`src/rtl/conv_encoder_framer.sv`:
```
// Framed rate-1/2 convolutional encoder: one registered {g0,g1} symbol per accepted
// payload bit, followed by K-1 zero tail symbols that flush the trellis to state 0.
module conv_encoder_framer #(
  parameter int             K         = 3,
  parameter logic [K-1:0]   G0        = 3'b111,
  parameter logic [K-1:0]   G1        = 3'b101,
  parameter int             FRAME_LEN = 8
) (
  input  logic       clk,
  input  logic       rst,
  input  logic       enable_i,
  input  logic       d_in,
  output logic       ready_o,
  output logic       valid_o,
  output logic [1:0] d_out,
  output logic       sof_o,
  output logic       eof_o
);

  localparam int BCW = $clog2(FRAME_LEN + 1);
  localparam int TCW = $clog2(K);

  localparam logic [1:0] IDLE = 2'd0;
  localparam logic [1:0] DATA = 2'd1;
  localparam logic [1:0] TAIL = 2'd2;

  localparam logic [BCW-1:0] LAST_BIT  = BCW'(FRAME_LEN - 1);
  localparam logic [TCW-1:0] LAST_TAIL = TCW'(K - 2);

  logic [1:0]     state;
  logic [K-2:0]   sr;
  logic [BCW-1:0] bit_ct;
  logic [TCW-1:0] tail_ct;

  logic           accept;
  logic           bit_in;
  logic [K-1:0]   v;
  logic [1:0]     sym;

  assign ready_o = !rst && (state != TAIL);
  assign accept  = enable_i && ready_o;

  // v[K-1:1] is also the next shift-register contents: the new bit enters at the top.
  always_comb begin
    bit_in = (state == TAIL) ? 1'b0 : d_in;
    v      = {bit_in, sr};
    sym    = {^(v & G0), ^(v & G1)};
  end

  always_ff @(posedge clk) begin
    if (rst) begin
      state   <= IDLE;
      sr      <= '0;
      bit_ct  <= '0;
      tail_ct <= '0;
      valid_o <= 1'b0;
      d_out   <= '0;
      sof_o   <= 1'b0;
      eof_o   <= 1'b0;
    end else begin
      valid_o <= 1'b0;
      sof_o   <= 1'b0;
      eof_o   <= 1'b0;
      case (state)
        IDLE: begin
          if (accept) begin
            valid_o <= 1'b1;
            d_out   <= sym;
            sr      <= v[K-1:1];
            sof_o   <= 1'b1;
            bit_ct  <= BCW'(1);
            tail_ct <= '0;
            state   <= (FRAME_LEN == 1) ? TAIL : DATA;
          end
        end
        DATA: begin
          if (accept) begin
            valid_o <= 1'b1;
            d_out   <= sym;
            sr      <= v[K-1:1];
            bit_ct  <= bit_ct + 1'b1;
            if (bit_ct == LAST_BIT) begin
              tail_ct <= '0;
              state   <= TAIL;
            end
          end
        end
        TAIL: begin
          valid_o <= 1'b1;
          d_out   <= sym;
          sr      <= v[K-1:1];
          tail_ct <= tail_ct + 1'b1;
          if (tail_ct == LAST_TAIL) begin
            eof_o  <= 1'b1;
            bit_ct <= '0;
            state  <= IDLE;
          end
        end
        default: state <= IDLE;
      endcase
    end
  end

endmodule

```
`config.mk`:
```
export PLATFORM = sky130hd
export DESIGN_NAME = conv_encoder_framer
export DESIGN_NICKNAME = d
export VERILOG_FILES = /design/src/rtl/conv_encoder_framer.sv
export SDC_FILE = /design/constraint.sdc
export NUM_CORES = 1
export LEC_CHECK = 0
export CAP_MARGIN = 20
export CORE_MARGIN = 4
export CORE_UTILIZATION = 51
export DETAILED_ROUTE_END_ITERATION = 7
export GPL_TIMING_DRIVEN = 0
export HOLD_SLACK_MARGIN = 0.06
export PLACE_DENSITY = 0.75
export SLEW_MARGIN = 40
export SYNTH_ARGS = -nofsm -noshare
export SYNTH_HDL_FRONTEND = slang
export SYNTH_SLANG_ARGS = --single-unit
```
`constraint.sdc`:
```
create_clock -name clk -period 2.7 [get_ports clk]
set_input_delay 0.27 -clock clk [delete_from_list [all_inputs] [get_ports clk]]
set_output_delay 0.27 -clock clk [all_outputs]
set_load 0.01 [all_outputs]
```
# After elaboration in Yosys (flattened, before gate mapping)
# Cells that the tools add are included.
dict set report totals {
  latchBits 0
  elab_cells 58
  memories 0
  ramBits 0
  output_inout_bits 6
  romBits 0
  register_bits 15
  inputBits 4
}
dict set report classes {
  n_bitwise 2
  n_shift 0
  eq_ne 10
  div 0
  muxes 21
  magnitude_cmp 0
  n_reduce_logical 15
  n_addsub 2
  mul 0
}
# op n
set ops {}
lappend ops {{$mux 2} 9}
lappend ops {{$mux 4} 3}
lappend ops {{$pmux 2 s3} 2}
lappend ops {{$pmux 4 s3} 1}
lappend ops {{$reduce_and 4->1} 3}
lappend ops {{$ne 2x2->1 const B} 4}
lappend ops {{$pmux 2 s2} 2}
lappend ops {{$reduce_or 2->1} 3}
lappend ops {{$reduce_xor 3->1} 2}
lappend ops {{$add 4x1->4 const B} 1}
lappend ops {{$eq 2x1->1 const B} 2}
lappend ops {{$eq 4x3->1 const B} 1}
lappend ops {{$ne 2x1->1 const B} 2}
lappend ops {{$mux 1} 3}
lappend ops {{$reduce_bool 3->1} 1}
lappend ops {{$add 2x1->2 const B} 1}
lappend ops {{$eq 2x2->1 const B} 1}
lappend ops {{$logic_and 1x1->1} 2}
lappend ops {{$logic_not 2->1} 1}
lappend ops {{$not 1->1} 2}
lappend ops {{$pmux 1 s2} 1}
lappend ops {{$reduce_and 2->1} 1}
lappend ops {{$reduce_bool 2->1} 1}
lappend ops {{$logic_not 1->1} 1}

# Logic depth before layout (Yosys ltp)
# Gate-level depths: netlist (run 1).
dict set report depth {
  ltp_word 5
  depth_mapped 6
  ltp_nobuf 6
}

# Worst setup path before layout (run 1)
# No wires, ideal clock.
dict set report synth_timing {
  path_type {register -> register}
  from {register state[0]}
  to {register bit_ct[3]}
  path_stages_with_launch 7
  path_buffers 0
  synth_period_minus_slack_ns 2.131
  setup_ns 0.071
  slack_ns 0.569
  arrival_time_ns 2.060
  t_required_ns 2.629
  cell_sequence {dfxtp_1 > inv_1 > ha_1 > or3b_4 > a211o_1 > or4_1 > a21oi_1}
}
dict set report synth_between {
  elab_chain_cells 5
  word_cells_on_any_way 12
  classes_between {eq/ne (6); mux (1); reduce/logical (5)}
}
# element line_no
set synth_lines {}
lappend synth_lines {{start, declared} 30} ;# logic [1:0] state;
lappend synth_lines {{start signal, assigned} 73} ;# state <= (FRAME_LEN == 1) ? TAIL : DATA;
lappend synth_lines {{$ne 2x2->1} 40} ;# assign ready_o = !rst && (state != TAIL);
lappend synth_lines {{$logic_and 1x1->1} 40}
lappend synth_lines {{$logic_and 1x1->1} 41} ;# assign accept = enable_i && ready_o;
lappend synth_lines {{$ne 2x2->1 (no source line)} n/a}
lappend synth_lines {{$reduce_and 4->1 (no source line)} n/a}
lappend synth_lines {{end signal, assigned} 81} ;# bit_ct <= bit_ct + 1'b1;
lappend synth_lines {{end, declared} 32} ;# logic [BCW-1:0] bit_ct;
# Parallel ways exist; a longest one is shown, timed or not.
# A chain may end at the register's enable or synchronous reset.

# Worst setup path in the final report (run 1)
# Same ends and word-level chain as after synthesis.

==> results.txt, run 1 <==
Status -> complete, no violations
Reg2reg path depth -> 6
Required @ worst endpoint -> 2910 ps
Post-route ant nets -> 0
Slew Limit Headroom -> 0.6513
Max cap viols -> 0
Placer Congestion -> 0.7165
Fmax -> 0.4233 GHz
Post-route minimum period -> 2363 ps
Antenna violations before repair -> 0
Quantity of hold-fixing buffers added after cts -> 0
Cells after Synth -> 80
Wirelength per Cell -> 12.29 um
Skew-Pair Late Insertion Delay -> 280 ps
Vias -> 613
Initial Utilization -> 0.5544
I/O Buffers -> 9
Vias/cell -> 5.676
Async S/R FF share, synth -> 0
Synthesis-stage register bit count -> 15
Htree depth -> 1
Startpoint types -> flop
Routed wire length -> 1.327 mm
Mapped Area -> 739.5 um^2
Clock Sinks -> 15
Total area of sequential cells -> 300.3 um^2
Fraction of layout cells with a size suffix above 1 -> 0.05376
R2R Setup Slk -> 340 ps
Count of final setup violators -> 0
CP arrival -> 2580 ps
Synth cell types -> 26
CTS tree -> done
Die Area -> 0.002123 mm^2
Worst vdd ir -> 0.4272 mV
Critical-path top delay cell -> or4_1
Final HPWL DP -> 1.050 mm
Yosys top cell area share -> 0.4061
Worst-path maximum fanout -> 9
Crit-path cells -> inv_1, ha_1, or3b_4, a211o_1, or4_1, a21oi_1
Warnings, synthesis -> 0
Kind of critical path -> flop to flop
Delay of the slowest critical-path stage -> 520 ps
Vias in the first global route -> 551
Row Count -> 13
CTS Buf Count -> 3
Predominant post-synthesis flop cell -> dfxtp_1
Clock slew at the register clock pins of the worst setup and hold paths -> 80 ps
Total power -> 786.3 uW
Post-CTS setup buffer count -> 0
PD cells -> 899.0 mW/mm^2
Post-CTS resize count -> 0
Fillers -> 113
Tcrit/Tclk final -> 0.8750
Core area -> 0.001334 mm^2
Clock buffer depth -> 2
Synth Net Count -> 91
Number of enable flip-flop cells after synthesis -> 0
Setup TNS -> 0 ps
Most frequent cell after synthesis -> dfxtp_1
Root buffer cell -> clkbuf_4
Grt ovf -> 0
Commonest cells in the netlist -> dfxtp_1 (15), nor2_1 (8), ha_1 (7)
Die Height -> 46.08 um
Leak -> 0.3377 nW
N_diodes -> 0
Yosys top cell by area -> dfxtp_1
Residual DRC -> 0
Slew @ Worst Pin -> 508.4 ps
Register area share after synthesis -> 0.4061
Area of the multi-input gates -> 420.4 um^2
Max Slew Vio Count -> 0
First-pass GRT wire length -> 2.394 mm
Max Clock Skew -> 2.901 ps
Chip Width -> 46.08 um
Worst hold path cell count -> 2
Largest net degree at the start of global routing -> 11
IO Pins -> 10
Area grow syn2layout -> 18.27%
Worst Setup End Kind -> flop
Hold Crit Class -> flop to flop
Final hold vios -> 0
RSZ-0062 raised after global routing -> false
Avg Cell Area, Syn -> 9.243 um^2
Drt initial violations -> 4
Drt pass-1 iters -> 4
Ranking of synthesized cells by area -> dfxtp_1 (41%), ha_1 (12%), mux2i_1 (5.4%)
Fin nets -> 105
Gr usage total -> 0.1592
==> worst max-delay path, delay by kind of cell, from the launching register on <==
family                     cells  cell delay [ps]
AOI/OAI and AO/OA              2              490
adders and majority gates      1              320
buffers and inverters          1              110
DFF                            1              410
and+or+nand+nor                2              960
==> stage by stage <==
stage | hold slack [ps] | instance area (um^2) | worst slack (ps) | util | cells
after floorplan | 349.3 | 739.5 | 569.2 | - | 80
after global placement | 458.2 | 848.3 | 360.1 | 0.6360 | 104
after detailed placement | 470.5 | 848.3 | 349.9 | 0.6360 | 104
after CTS | 481.9 | 874.6 | 333.1 | 0.6557 | 108
after global routing | 523.5 | 874.6 | 162.0 | 0.6557 | 108
final | 479.7 | 874.6 | 337.4 | 0.6557 | 108
==> sequential cells by signal (all words and copies together), names as in the netlist <==
signal	cells
bit_ct	4
valid_o	1
tail_ct	2
state	2
sr	2
d_out	2
sof_o	1
eof_o	1
==> cell families after synthesis <==
family / Yosys count / synth area share
compound gates: 16 / 0.1371
xor+xnor: 2 / 0.02369
fa+ha+maj: 7 / 0.1184
buf+inv: 5 / 0.02537
flops: 15 / 0.4061
mux: 4 / 0.05415
simple gates: 31 / 0.2352
==> report_power, final <==
part | switching [mW] | total, mW | leakage, nW | internal (mW)
sequential | 0.0349 | 0.302 | 0.122 | 0.267
clock | 0.0635 | 0.121 | 0.0150 | 0.0573
combinational | 0.192 | 0.363 | 0.200 | 0.171
==> routing by layer <==
| layer | wire (um) | part of all wire | GRT usage |
|---|---|---|---|
| met3 | 72 | 0.054 | 0.07031 |
| met1 | 619 | 0.47 | 0.1953 |
| met4 | 10 | 0.0075 | 0.05114 |
| met2 | 623 | 0.47 | 0.2473 |
| met5 | 0 | 0 | 0 |
==> cell type report <==
type / instances / share of cell area
tap: 15 / 0.02146
buffer: 1 / 0.004292
sequential: 15 / 0.3433
multi-input combinational: 60 / 0.4807
clock buffer: 4 / 0.03004
inverter: 4 / 0.01717
timing repair buffer: 9 / 0.1030
==> cell usage in the layout, fill, tap and decap left out, types with 4 or more instances in the layout <==
cell type	netlist	routed
dfxtp_1	15	15
clkdlybuf4s50_1	0	9
nor2_1	8	8
ha_1	7	7
a21oi_1	6	6
inv_1	4	4
mux2i_1	4	4
nor2b_1	4	4
nand2_1	4	4
==> final timing paths <==
path,from,end
max,state[0],bit_ct[3]
min,tail_ct[1],tail_ct[1]
max reg2reg,state[0],bit_ct[3]
min reg2reg,tail_ct[1],tail_ct[1]
Power figures use the tool's default switching activity.
==> run 2: changes to the inputs <==
CORE_UTILIZATION = 40   (was 51)
PLACE_DENSITY = not set   (was 0.75)
==> run 2 against run 1 <==
  * Utilization fell by 15 points
  * Final cell count up 9.3%
  * Cell area rose by 1.4%
  * Fmax rose by 0.58%
  * Flip-flop and latch count unchanged
  * Via count down 5.5%
  * Count of clock-buffer cells in the layout stayed put
  * Non-clock buffer count unchanged
  * First-iteration DRC count shrank 25%
  * Largest cell class unchanged
  * Highest routed layer is now met3
==> results.txt, run 2 (synthesized netlist as in run 1, its figures left out) <==
Status -> complete, no violations
Gr usage total -> 0.1215 (-0.03776)
Fmax -> 0.4257 GHz (+0.58%)
Drt initial violations -> 3 (-1)
Die Height -> 51.00 um (+11%)
Vias -> 579 (-5.5%)
Final hold vios -> 0 (unchanged)
Worst path top cell family by delay -> simple AND/OR/NAND/NOR gates
Reg2reg path depth -> 6 (unchanged)
Core area -> 0.001745 mm^2 (+31%)
Placer Congestion -> 0.6769 (-5.5%)
Vias in the first global route -> 535 (-2.9%)
Setup TNS -> 0 ps (unchanged)
Largest net degree at the start of global routing -> 11 (unchanged)
Hold Crit Class -> flop to flop
IO Pins -> 10 (unchanged)
RSZ-0062 raised after global routing -> false
Post-CTS resize count -> 0 (unchanged)
Antenna violations before repair -> 0 (unchanged)
CTS Buf Count -> 3 (unchanged)
Worst hold path cell count -> 2 (unchanged)
Worst-path maximum fanout -> 9 (unchanged)
Wirelength per Cell -> 11.36 um (-7.6%)
Grt ovf -> 0 (unchanged)
Startpoint types -> flop
Max Clock Skew -> 2.571 ps (-0.3307 ps)
Initial Utilization -> 0.4237 (-0.1308)
Tcrit/Tclk final -> 0.8700 (-0.005077)
Root buffer cell -> clkbuf_4
Leak -> 0.3377 nW (unchanged)
Largest register FFs -> 4 (unchanged)
Chip Width -> 51.00 um (+11%)
First-pass GRT wire length -> 2.318 mm (-3.2%)
Critical Path Stages -> 6 (unchanged)
Worst Setup End Kind -> flop
CP bufs+invs -> 1 (unchanged)
I/O Buffers -> 9 (unchanged)
N_diodes -> 0 (unchanged)
Row Count -> 15 (+2)
Slew @ Worst Pin -> 510.9 ps (+2.489 ps)
Fraction of layout cells with a size suffix above 1 -> 0.05376 (unchanged)
CTS tree -> done
Clock slew at the register clock pins of the worst setup and hold paths -> 80 ps (about the same)
Final HPWL DP -> 1.024 mm (-2.5%)
Commonest non-fill, non-tap cell in the layout -> dfxtp_1
Biggest register -> bit_ct
Kind of critical path -> flop to flop
Max Slew Vio Count -> 0 (unchanged)
Post-route minimum period -> 2349 ps (-13.71 ps)
Critical-path top delay cell -> or4_1
Clock Sinks -> 15 (unchanged)
Skew-Pair Late Insertion Delay -> 280 ps (about the same)
Delay of the slowest critical-path stage -> 520 ps (about the same)
Htree depth -> 1 (unchanged)
Max cap viols -> 0 (unchanged)
Fin nets -> 105 (unchanged)
PD cells -> 884.3 mW/mm^2 (-1.6%)
CP arrival -> 2560 ps (-20 ps)
Slew Limit Headroom -> 0.6496 (-0.001707)
Worst vdd ir -> 0.4629 mV (+8.3%)
Crit-path cells -> inv_1, ha_1, or3b_4, a211o_1, or4_1, a21oi_1
Residual DRC -> 0 (unchanged)
Setup WS pre-CTS -> 344.5 ps (-5.355 ps)
Required @ worst endpoint -> 2910 ps (about the same)
Fillers -> 162 (+43%)
Most frequent cells in the layout -> dfxtp_1 (15), clkdlybuf4s50_1 (9), nor2_1 (8)
Routed wire length -> 1.340 mm (+0.98%)
PnR worst setup slack -> 351.1 ps (+13.71 ps)
Drt pass-1 iters -> 3 (-1)
Count of final setup violators -> 0 (unchanged)
Quantity of hold-fixing buffers added after cts -> 0 (unchanged)
Area grow syn2layout -> 19.97%
Post-route ant nets -> 0 (unchanged)
Clock buffer depth -> 2 (unchanged)
Die Area -> 0.002600 mm^2 (+22%)
R2R Setup Slk -> 350 ps (about the same)
Vias/cell -> 4.907 (-14%)
Post-CTS setup buffer count -> 0 (unchanged)
==> run 2: cell counts in the layout (fill, tap and decap cells not counted) <==
No cell type changed its count.
==> run 2: tightest hold or removal path: stages, from the launching register on <==
cell	delay, ps
dfxtp_1	320
nand2b_1	60
a21oi_1	50
==> run 2: final timing paths <==
kind | startpoint | end
min reg2reg | tail_ct[1] | tail_ct[1]
min | tail_ct[1] | tail_ct[1]
max reg2reg | state[0] | bit_ct[3]
max | state[0] | bit_ct[3]
==> run 2: metrics by stage <==
stage | cell area, um^2 | utilization | hold slack [ps] | total power [mW] | instances
floorplan | 739.5 | - | 349.3 | 0.5605 | 80
global placement | 860.8 | 0.4932 | 456.0 | 0.6618 | 114
detailed placement | 860.8 | 0.4932 | 470.5 | 0.6669 | 114
CTS | 887.1 | 0.5082 | 482.2 | 0.7965 | 118
global route | 887.1 | 0.5082 | 502.1 | 0.8582 | 118
finish | 887.1 | 0.5082 | 473.2 | 0.7845 | 118
==> run 2: cell type report <==
cell class	instances	area (um^2)	share of cell area
Buffer	1	3.754	0.004231
Clock buffer	4	26.28	0.02962
Inverter	4	15.01	0.01693
Multi-Input combinational cell	60	420.4	0.4739
Sequential cell	15	300.3	0.3385
Tap cell	25	31.28	0.03526
Timing Repair Buffer	9	90.09	0.1016
==> run 2: power by group <==
part	switching [mW]	leakage, nW	internal [mW]	total [mW]
registers	0.0323	0.122	0.267	0.299
logic	0.191	0.200	0.171	0.362
clock network	0.0656	0.0150	0.0573	0.123
total	0.289	0.338	0.495	0.784
==> run 2: layer usage <==
| metal | GRT usage | share of wire |
|---|---|---|
| met5 | 0 | 0 |
| met4 | 0.02691 | 0 |
| met3 | 0.06122 | 0.040 |
| met2 | 0.1931 | 0.47 |
| met1 | 0.1457 | 0.49 |
